**src/rtl/heston_pkg.sv**
```systemverilog
// heston_pkg: shared definitions for the Heston path sequencer.
//   - Q8.24 fixed-point constants
//   - controller state encoding
//   - payoff_q824(): European payoff max(+/-(S-K), 0) on Q8.24 operands,
//     returned as a non-negative 33-bit value
package heston_pkg;

    localparam int unsigned FRAC_BITS = 24;
    localparam logic [31:0] Q_ONE     = 32'h0100_0000;

    typedef enum logic [2:0] {
        IDLE,
        INIT,
        STEP,
        WAIT,
        PAYOFF,
        DONE
    } state_t;

    // The difference is taken at 33 bits so that extreme Q8.24 operands
    // cannot wrap before the sign test.
    function automatic logic [32:0] payoff_q824(input logic [31:0] S,
                                                input logic [31:0] K,
                                                input logic        is_put);
        logic [32:0] d;
        if (is_put) begin
            d = {K[31], K} - {S[31], S};
        end else begin
            d = {S[31], S} - {K[31], K};
        end
        if (!d[32] && (d != '0)) begin
            return d;
        end
        return '0;
    endfunction

endpackage

```
**src/rtl/heston_path_ctrl_payoff_acc.sv**
```systemverilog
// heston_payoff_acc: payoff evaluation plus signed SUM_W accumulator.
//   clk, rst   : clock, synchronous active-high reset
//   clr_i      : clear the accumulator (takes priority over add_i)
//   add_i      : add payoff(S_i, K_i, is_put_i) to the accumulator
//   S_i, K_i   : Q8.24 signed stock price and strike
//   is_put_i   : 0 = call, 1 = put
//   sum_o      : accumulated payoff, signed Q(SUM_W-24).24, wraps on overflow
module heston_payoff_acc
    import heston_pkg::*;
#(
    parameter int unsigned SUM_W = 48
) (
    input  logic             clk,
    input  logic             rst,
    input  logic             clr_i,
    input  logic             add_i,
    input  logic [31:0]      S_i,
    input  logic [31:0]      K_i,
    input  logic             is_put_i,
    output logic [SUM_W-1:0] sum_o
);

    logic [32:0]      payoff;
    logic [SUM_W-1:0] payoff_ext;
    logic [SUM_W-1:0] sum_q;
    logic [SUM_W-1:0] sum_d;

    always_comb begin
        payoff     = payoff_q824(S_i, K_i, is_put_i);
        payoff_ext = {{(SUM_W-33){payoff[32]}}, payoff};
    end

    always_comb begin
        sum_d = sum_q;
        if (clr_i) begin
            sum_d = '0;
        end else if (add_i) begin
            sum_d = sum_q + payoff_ext;
        end
    end

    always_ff @(posedge clk) begin
        if (rst) begin
            sum_q <= '0;
        end else begin
            sum_q <= sum_d;
        end
    end

    assign sum_o = sum_q;

endmodule

```
**src/rtl/heston_path_ctrl.sv**
```systemverilog
// heston_path_ctrl: Monte-Carlo path sequencer around the Euler-step Heston
// SDE solver. Per path: load S0/v0, run n_steps solver steps (one RNG pair
// each), then accumulate the European payoff. Repeats for n_paths paths.
//   clk, rst                 : clock, synchronous active-high reset
//   start                    : begin a run (sampled only in IDLE)
//   S0, v0, K                : Q8.24 initial price, initial variance, strike
//   is_put                   : 0 = call, 1 = put
//   n_steps, n_paths         : steps per path, number of paths
//   rng_valid / rng_ready    : RNG pair handshake (data goes to the solver)
//   solver_en                : solver step enable
//   solver_S, solver_v       : current path state to the solver
//   solver_S_out/v_out       : solver registered results
//   busy, done               : activity flag, one-cycle end-of-run pulse
//   payoff_sum, path_count   : accumulated payoff, completed paths
module heston_path_ctrl
    import heston_pkg::*;
#(
    parameter int unsigned STEP_W = 16,
    parameter int unsigned PATH_W = 16,
    parameter int unsigned SUM_W  = 48
) (
    input  logic              clk,
    input  logic              rst,
    input  logic              start,
    input  logic [31:0]       S0,
    input  logic [31:0]       v0,
    input  logic [31:0]       K,
    input  logic              is_put,
    input  logic [STEP_W-1:0] n_steps,
    input  logic [PATH_W-1:0] n_paths,
    input  logic              rng_valid,
    output logic              rng_ready,
    output logic              solver_en,
    output logic [31:0]       solver_S,
    output logic [31:0]       solver_v,
    input  logic [31:0]       solver_S_out,
    input  logic [31:0]       solver_v_out,
    output logic              busy,
    output logic              done,
    output logic [SUM_W-1:0]  payoff_sum,
    output logic [PATH_W-1:0] path_count
);

    state_t            state_q, state_d;
    logic [31:0]       S_q, S_d;
    logic [31:0]       v_q, v_d;
    logic [STEP_W-1:0] step_cnt_q, step_cnt_d;
    logic [PATH_W-1:0] path_cnt_q, path_cnt_d;

    // Configuration captured on an accepted start
    logic [31:0]       S0_l_q, v0_l_q, K_l_q;
    logic              is_put_l_q;
    logic [STEP_W-1:0] n_steps_l_q;
    logic [PATH_W-1:0] n_paths_l_q;

    logic              latch_cfg;
    logic              acc_clr;
    logic              acc_add;
    logic [STEP_W-1:0] step_inc;
    logic [PATH_W-1:0] path_inc;

    assign step_inc = step_cnt_q + STEP_W'(1);
    assign path_inc = path_cnt_q + PATH_W'(1);

    always_comb begin
        state_d    = state_q;
        S_d        = S_q;
        v_d        = v_q;
        step_cnt_d = step_cnt_q;
        path_cnt_d = path_cnt_q;
        latch_cfg  = 1'b0;
        acc_clr    = 1'b0;
        acc_add    = 1'b0;
        rng_ready  = 1'b0;
        solver_en  = 1'b0;
        busy       = 1'b1;
        done       = 1'b0;

        case (state_q)
            IDLE: begin
                busy = 1'b0;
                if (start) begin
                    latch_cfg  = 1'b1;
                    acc_clr    = 1'b1;
                    path_cnt_d = '0;
                    // Decided on the live input: the latched copy is not yet valid
                    state_d    = (n_paths == '0) ? DONE : INIT;
                end
            end
            INIT: begin
                S_d        = S0_l_q;
                v_d        = v0_l_q;
                step_cnt_d = '0;
                state_d    = (n_steps_l_q == '0) ? PAYOFF : STEP;
            end
            STEP: begin
                rng_ready = 1'b1;
                solver_en = rng_valid;
                if (rng_valid) begin
                    state_d = WAIT;
                end
            end
            WAIT: begin
                // Full-truncation floor: negative results clamp to zero
                S_d        = solver_S_out[31] ? '0 : solver_S_out;
                v_d        = solver_v_out[31] ? '0 : solver_v_out;
                step_cnt_d = step_inc;
                state_d    = (step_inc == n_steps_l_q) ? PAYOFF : STEP;
            end
            PAYOFF: begin
                acc_add    = 1'b1;
                path_cnt_d = path_inc;
                state_d    = (path_inc == n_paths_l_q) ? DONE : INIT;
            end
            DONE: begin
                done    = 1'b1;
                state_d = IDLE;
            end
            default: begin
                state_d = IDLE;
            end
        endcase
    end

    always_ff @(posedge clk) begin
        if (rst) begin
            state_q    <= IDLE;
            S_q        <= '0;
            v_q        <= '0;
            step_cnt_q <= '0;
            path_cnt_q <= '0;
        end else begin
            state_q    <= state_d;
            S_q        <= S_d;
            v_q        <= v_d;
            step_cnt_q <= step_cnt_d;
            path_cnt_q <= path_cnt_d;
        end
    end

    always_ff @(posedge clk) begin
        if (rst) begin
            S0_l_q      <= '0;
            v0_l_q      <= '0;
            K_l_q       <= '0;
            is_put_l_q  <= 1'b0;
            n_steps_l_q <= '0;
            n_paths_l_q <= '0;
        end else if (latch_cfg) begin
            S0_l_q      <= S0;
            v0_l_q      <= v0;
            K_l_q       <= K;
            is_put_l_q  <= is_put;
            n_steps_l_q <= n_steps;
            n_paths_l_q <= n_paths;
        end
    end

    heston_payoff_acc #(
        .SUM_W (SUM_W)
    ) u_acc (
        .clk      (clk),
        .rst      (rst),
        .clr_i    (acc_clr),
        .add_i    (acc_add),
        .S_i      (S_q),
        .K_i      (K_l_q),
        .is_put_i (is_put_l_q),
        .sum_o    (payoff_sum)
    );

    assign solver_S   = S_q;
    assign solver_v   = v_q;
    assign path_count = path_cnt_q;

endmodule

```
**config.mk**
```make
export PLATFORM = sky130hd
export DESIGN_NAME = heston_path_ctrl
export DESIGN_NICKNAME = d
export VERILOG_FILES = /design/src/rtl/heston_pkg.sv /design/src/rtl/heston_path_ctrl_payoff_acc.sv /design/src/rtl/heston_path_ctrl.sv
export SDC_FILE = /design/constraint.sdc
export NUM_CORES = 1
export LEC_CHECK = 0
export ABC_AREA = 1
export CORE_MARGIN = 5
export CORE_UTILIZATION = 55
export CTS_CLUSTER_DIAMETER = 60
export DETAILED_ROUTE_END_ITERATION = 6
export PLACE_DENSITY = 0.8
export SLEW_MARGIN = 40
export SYNTH_ARGS = -nofsm -noshare
export SYNTH_HDL_FRONTEND = slang
export SYNTH_HIERARCHICAL = 1
export SYNTH_SLANG_ARGS = --single-unit
```
**constraint.sdc**
```tcl
create_clock -name clk -period 5.1 [get_ports clk]
set_input_delay 1.02 -clock clk [delete_from_list [all_inputs] [get_ports clk]]
set_output_delay 1.02 -clock clk [all_outputs]
set_load 0.02 [all_outputs]
```
# [Word level (Yosys, flattened, before mapping)]
# Cells that the tools add are included.
[op_classes] add_sub_neg=5 reduce_logical=11 n_eq_ne=9 n_mux=25
[ops] operator="$pmux 32 s2" count=2
[ops] operator="$mux 33" count=3
[ops] operator="$sub 32x32->33" count=2
[ops] operator="$pmux 16 s2" count=2
[ops] operator="$mux 31" count=2
[ops] operator="$add 48x48->48" count=1
[ops] operator="$reduce_bool 33->1" count=1
[ops] operator="$add 16x1->16 const B" count=2
[ops] operator="$eq 16x16->1" count=2
[ops] operator="$logic_not 16->1" count=2
[ops] operator="$mux 3" count=6
[ops] operator="$mux 16" count=1
[ops] operator="$pmux 3 s5" count=1
[ops] operator="$mux 1" count=8
[ops] operator="$eq 3x2->1 const B" count=2
[ops] operator="$eq 3x3->1 const B" count=2
[ops] operator="$ne 2x2->1 const B" count=2
[ops] operator="$reduce_and 2->1" count=2
[ops] operator="$reduce_bool 2->1" count=2
[ops] operator="$eq 3x1->1 const B" count=1
[ops] operator="$logic_not 3->1" count=1
[ops] operator="$reduce_or 2->1" count=1
[ops] operator="$logic_and 1x1->1" count=1
[ops] operator="$logic_not 1->1" count=1
[totals] elab_cells=62 inputBits=197 regBits=276

# [Logic depth before layout (Yosys ltp)]
[depth] depth_word=7 mapped_depth=39 ltp_nobuf=38

# [Cells and area by module]
# Netlist, hierarchy kept.
[modules_own_cells] module="heston_payoff_acc" cells_each=1916 instances=1 area_each_um2=10141.0
[modules_own_cells] module="heston_path_ctrl" cells_each=1432 instances=1 area_each_um2=10100.9

# [Worst setup path after synthesis]
# OpenSTA, ideal clock, no wires.
[synth_timing] path_kind="register -> register" start="register S_q[0] (netlist: solver_S[0])" end="register u_acc.sum_q[34] (netlist: u_acc/sum_o[34])" t_arrival_ns=4.492 slack_ns=0.499 period_less_slack_ns=4.601 required_ns=4.991 stages_incl_launch_ff=36 n_path_buf=1 setup_ns=0.109 path_cell_list="dfxtp_1 inv_1 ha_1 fa_1 inv_1 nand3_1 nand3_1 nand2_1 nand2_1 inv_1 o211ai_1 nand2_1 inv_1 nand2_1 nor2_1 nand2_1 nor2_1 nand3_1 nand2_2 buf_6 nor2_2 ha_1 fa_1 nand3_1 nand2_1 a21oi_1 inv_1 nand2_1 nand2_1 a21boi_0 o21ai_0 and2_1 o21bai_1 nand3_1 nand2_1 inv_1"
[synth_between] elab_chain_len=7
[synth_lines] item="start: declaration" line="heston_path_ctrl.sv:45" source="logic [31:0] S_q, S_d;"
[synth_lines] item="start signal: assignment" line="heston_path_ctrl.sv:128" source="S_q <= '0;"
[synth_lines] item="start signal: assignment" line="heston_path_ctrl.sv:134" source="S_q <= S_d;"
[synth_lines] item="$sub 32x32->33, on equally long branches" line="heston_pkg.sv:29, heston_pkg.sv:27"
[synth_lines] item="$mux 33 *" line="heston_pkg.sv:26" source="if (is_put) begin"
[synth_lines] item="$reduce_bool 33->1 or $logic_not 1->1 (tied branches)" line="heston_pkg.sv:31" source="if (!d[32] && (d != '0)) begin"
[synth_lines] item="$logic_and 1x1->1" line="heston_pkg.sv:31"
[synth_lines] item="$mux 1" line="heston_pkg.sv:31"
[synth_lines] item="$mux 33 *" line="heston_pkg.sv:34" source="return '0;"
[synth_lines] item="$add 48x48->48 *" line="heston_path_ctrl_payoff_acc.sv:38" source="sum_d = sum_q + payoff_ext;"
[synth_lines] item="end signal: assignment" line="heston_path_ctrl_payoff_acc.sv:46" source="sum_q <= sum_d;"
[synth_lines] item="end: declaration" line="heston_path_ctrl_payoff_acc.sv:25" source="logic [SUM_W-1:0] sum_q;"
# Mark *: on every way between the ends. The rest lies on a longest branch, timed or not. The select of a mux whose other input is x is not followed.
# A chain may end at the register's enable or synchronous reset.

# [Final worst setup path]
[layout_timing] start="register K_l_q[0]" end="register u_acc.sum_q[47] (netlist: u_acc/sum_o[47])"
[layout_between] elab_chain_len=7
[layout_lines] item="start: declaration" line="heston_path_ctrl.sv:51" source="logic [31:0] S0_l_q, v0_l_q, K_l_q;"
[layout_lines] item="start signal: assignment" line="heston_path_ctrl.sv:145" source="K_l_q <= '0;"
[layout_lines] item="start signal: assignment" line="heston_path_ctrl.sv:152" source="K_l_q <= K;"
[layout_lines] item="$sub 32x32->33, on equally long branches" line="heston_pkg.sv:29, heston_pkg.sv:27"
[layout_lines] item="$mux 33 *" line="heston_pkg.sv:26"
[layout_lines] item="$reduce_bool 33->1 or $logic_not 1->1 (tied branches)" line="heston_pkg.sv:31"
[layout_lines] item="$logic_and 1x1->1" line="heston_pkg.sv:31"
[layout_lines] item="$mux 1" line="heston_pkg.sv:31"
[layout_lines] item="$mux 33 *" line="heston_pkg.sv:34"
[layout_lines] item="$add 48x48->48 *" line="heston_path_ctrl_payoff_acc.sv:38"
# Marked as above.

==> impl_metrics.yaml <==
yosys:
  synth_fa_ha_area_frac: 0.0741
  synth_compound_area_frac: 0.158
  synthTopCellsByArea: "dfxtp_1 27%, nand2_1 20%, inv_1 9.8%, ha_1 7.1%, a21oi_1 6.9%"
  synth-xor-area-share: 0.0242
  avgSynthCellArea_sq_um: 6.05
  muxShareOfSynthArea: 0.000494
  synth_top_family_by_area: "simple AND/OR/NAND/NOR gates"
  yosys_register_bits: 276
  synth_cells: 3348
  synth_cell_types: 50
  synth_top_area_frac: 0.273
  synth-simple-area-share: 0.346
  synth-edff-count: 0
  async_flop_share: 0
  synth_area_sq_um: 20200
  synth_top_area_cell: "dfxtp_1"
  ys_warn_count: 6
  yosysSeqAreaShare: 0.273
  synthFlopType: "dfxtp_1"
floorplan:
  ios: 329
  die_w_um: 202
  fp.coreArea_sq_um: 36400
  die_h_um: 202
  start_util: 0.556
  rows: 70
  die_area_sq_um: 40700
detailed_routing:
  wire_per_inst_um: 17.4
  drt-initial-drc-count: 2436
  num_vias: 23400
  drtPass1Iterations: 6
  antenna_left: 0
  drt-vias-per-instance: 5.56
  drc: 0
  drt-total-wl_um: 73500
clock_tree:
  hold_buffers: 0
  htree_levels: 2
  clock_sinks: 276
  cts_buffers: 35
  cts-root-buf: "clkbuf_16"
  clk_path_buf_depth: 3
  clkTransAtPathRegs_ns: 0.06
  cts_tree: "done"
  insertion_delay_ns: 0.56
timing:
  final-max-slew-violation-count: 0
  period_needed_ns: 4.83
  setup_tns_ns: 0
  timing_hold_violations_final: 0
  post-route-period-util: 0.948
  skew_ns: 0.0225
  tightest_slew_ns: 0.742
  fmax_mhz: 207
  holdWs_ns: 0.449
  maxSlewHeadroom: 0.506
  setup_violations: 0
grt:
  grt_antenna_before_repair: 1
  grt_max_degree: 93
  grt_overflow_total: 0
  grt_first_pass_wirelength_um: 116000
  grt.total_usage: 0.344
  grt_pass1_vias: 22500
power_and_ir_drop:
  ir_drop_uv: 330
  p_sw_w: 0.00386
  p_comb_frac: 0.458
  pwr-share-seq: 0.260
  clockPowerShare: 0.283
  pwr_density_cell_nw_per_um2: 355
  total_power_w: 0.00934
  internal-power_w: 0.00548
  power.leakage_nw: 12.1
  swShare: 0.414
worst_setup_path:
  cpLargestDelayFamily: "simple AND/OR/NAND/NOR gates"
  cp.arrival_ns: 5.28
  critPathKind: "reg2reg"
  worst-path-buf-inv: 7
  critPathMaxFanout: 6
  slowest_delay_ns: 0.44
  crit_required_ns: 5.55
  cp-end-kind: "flip-flop"
  worstSetupStartpointType: "flip-flop"
  cpMaxStageDelayCell: "fa_2"
  cpMostUsedCell: "nand2_1"
place:
  numPortBuffers: 328
  finalWeightedCongestion: 1.04
  hpwl_um: 56800
  placed_area_sq_um: 24500
cells_and_area:
  fillers: 3056
  fin_util: 0.722
  drive_above_1_share: 0.0985
  layout_commonest_cell: "nand2_1"
  synthToLayoutAreaGrowth_pct: 29.9
  layout.nets: 4036
  fin_area_sq_um: 26300
  layout_common_cells: "1038 x nand2_1, 524 x inv_1, 327 x clkdlybuf4s50_1"
flow_run:
  cap_violations: 0
hold_path:
  hp-class: "reg2reg"
run_status:
  outcome: "completed"
## cell usage after synthesis, types with 7 or more instances
master    number
nor2_4        10
o211ai_1      11
nor2_1       232
buf_2         28
xor2_1        31
nor3b_1       31
nor4_1        14
clkbuf_1      65
nor2_2        52
nand3_1      171
a31oi_1       31
ha_1         115
a21oi_1      280
a31o_2         7
nor3_1        18
o21ai_0      211
dfxtp_1      276
buf_1          8
a22oi_1        9
nand4_1       51
nand2_1     1052
o21bai_1      11
inv_1        531
nand2_2       10
xnor2_1       18
inv_2         15
## stage by stage
step           std cells  worst slack, ns
3_3_place_gp        4149          -0.0436
2_1_floorplan       3362            0.499
5_1_grt             4215          -0.0340
3_5_place_dp        4149           -0.173
4_1_cts             4211           0.0152
6_report            4215            0.266
## power groups by stage
stage               clock network, W  registers (W)  logic [W]
floorplan                          0        0.00248    0.00260
global placement                   0        0.00246    0.00393
detailed placement                 0        0.00246    0.00398
CTS                          0.00266        0.00242    0.00400
global route                 0.00277        0.00244    0.00470
finish                       0.00264        0.00242    0.00428
## flip-flops by register name (all words and copies together), names as in the netlist
name         cells
step_cnt_q      16
n_paths_l_q     16
state_q          3
path_count      16
n_steps_l_q     16
solver_v        32
v0_l_q          32
is_put_l_q       1
solver_S        32
S0_l_q          32
K_l_q           32
u_acc/sum_o     48
## worst min-delay path, cell delays in order (launching register included)
cell and delay [ns]:
dfxtp_1 0.30, inv_1 0.05, a21oi_1 0.05
## kinds of logic after synthesis
kind of cell,Yosys count
AO/OA/AOI/OAI,593
XOR/XNOR,52
adder cells (fa/ha/maj),118
buffers and inverters,655
AND/OR/NAND/NOR,1652
multiplexers,1
flip-flops,276
other,1
## layer usage
metal / vias up / share of wire / global-route usage
met4: 0 / 0.032 / 0.109
met1: 10900 / 0.41 / 0.447
li1: 11400 / - / -
met3: 184 / 0.090 / 0.0656
met2: 1038 / 0.47 / 0.580
met5: - / 0 / 0
## layout make-up
cell class                 instances  area [sq um]  share of cell area
tap                              468           586              0.0223
antenna                            1          2.50           0.0000952
inverter                         549          2060              0.0784
clock inverter                    21           294              0.0112
sequential                       276          5530               0.210
multi-input combinational       2431         12800               0.486
clock buffer                      41           928              0.0353
timing repair buffer             428          4120               0.157
## worst paths after layout
path | startpoint | to | slack [ns] | depth (start not counted)
max | K_l_q[0]$_SDFFE_PP0P_ | u_acc/sum_o[47]$_SDFFE_PP0P_ | 0.27 | 37
min | S0_l_q[19]$_SDFFE_PP0P_ | S0_l_q[19]$_SDFFE_PP0P_ | 0.45 | 2
max reg2reg | K_l_q[0]$_SDFFE_PP0P_ | u_acc/sum_o[47]$_SDFFE_PP0P_ | 0.27 | 37
min reg2reg | S0_l_q[19]$_SDFFE_PP0P_ | S0_l_q[19]$_SDFFE_PP0P_ | 0.45 | 2
## what timing repair did
| item | in CTS | in global routing |
|---|---|---|
| pin swaps | 0 | 9 |
| endpoints found under the setup margin | 7 | 36 |
| gates resized for setup | 10 | 123 |
| setup buffers | 0 | 3 |
No activity file was read; power rests on OpenSTA's default activity.
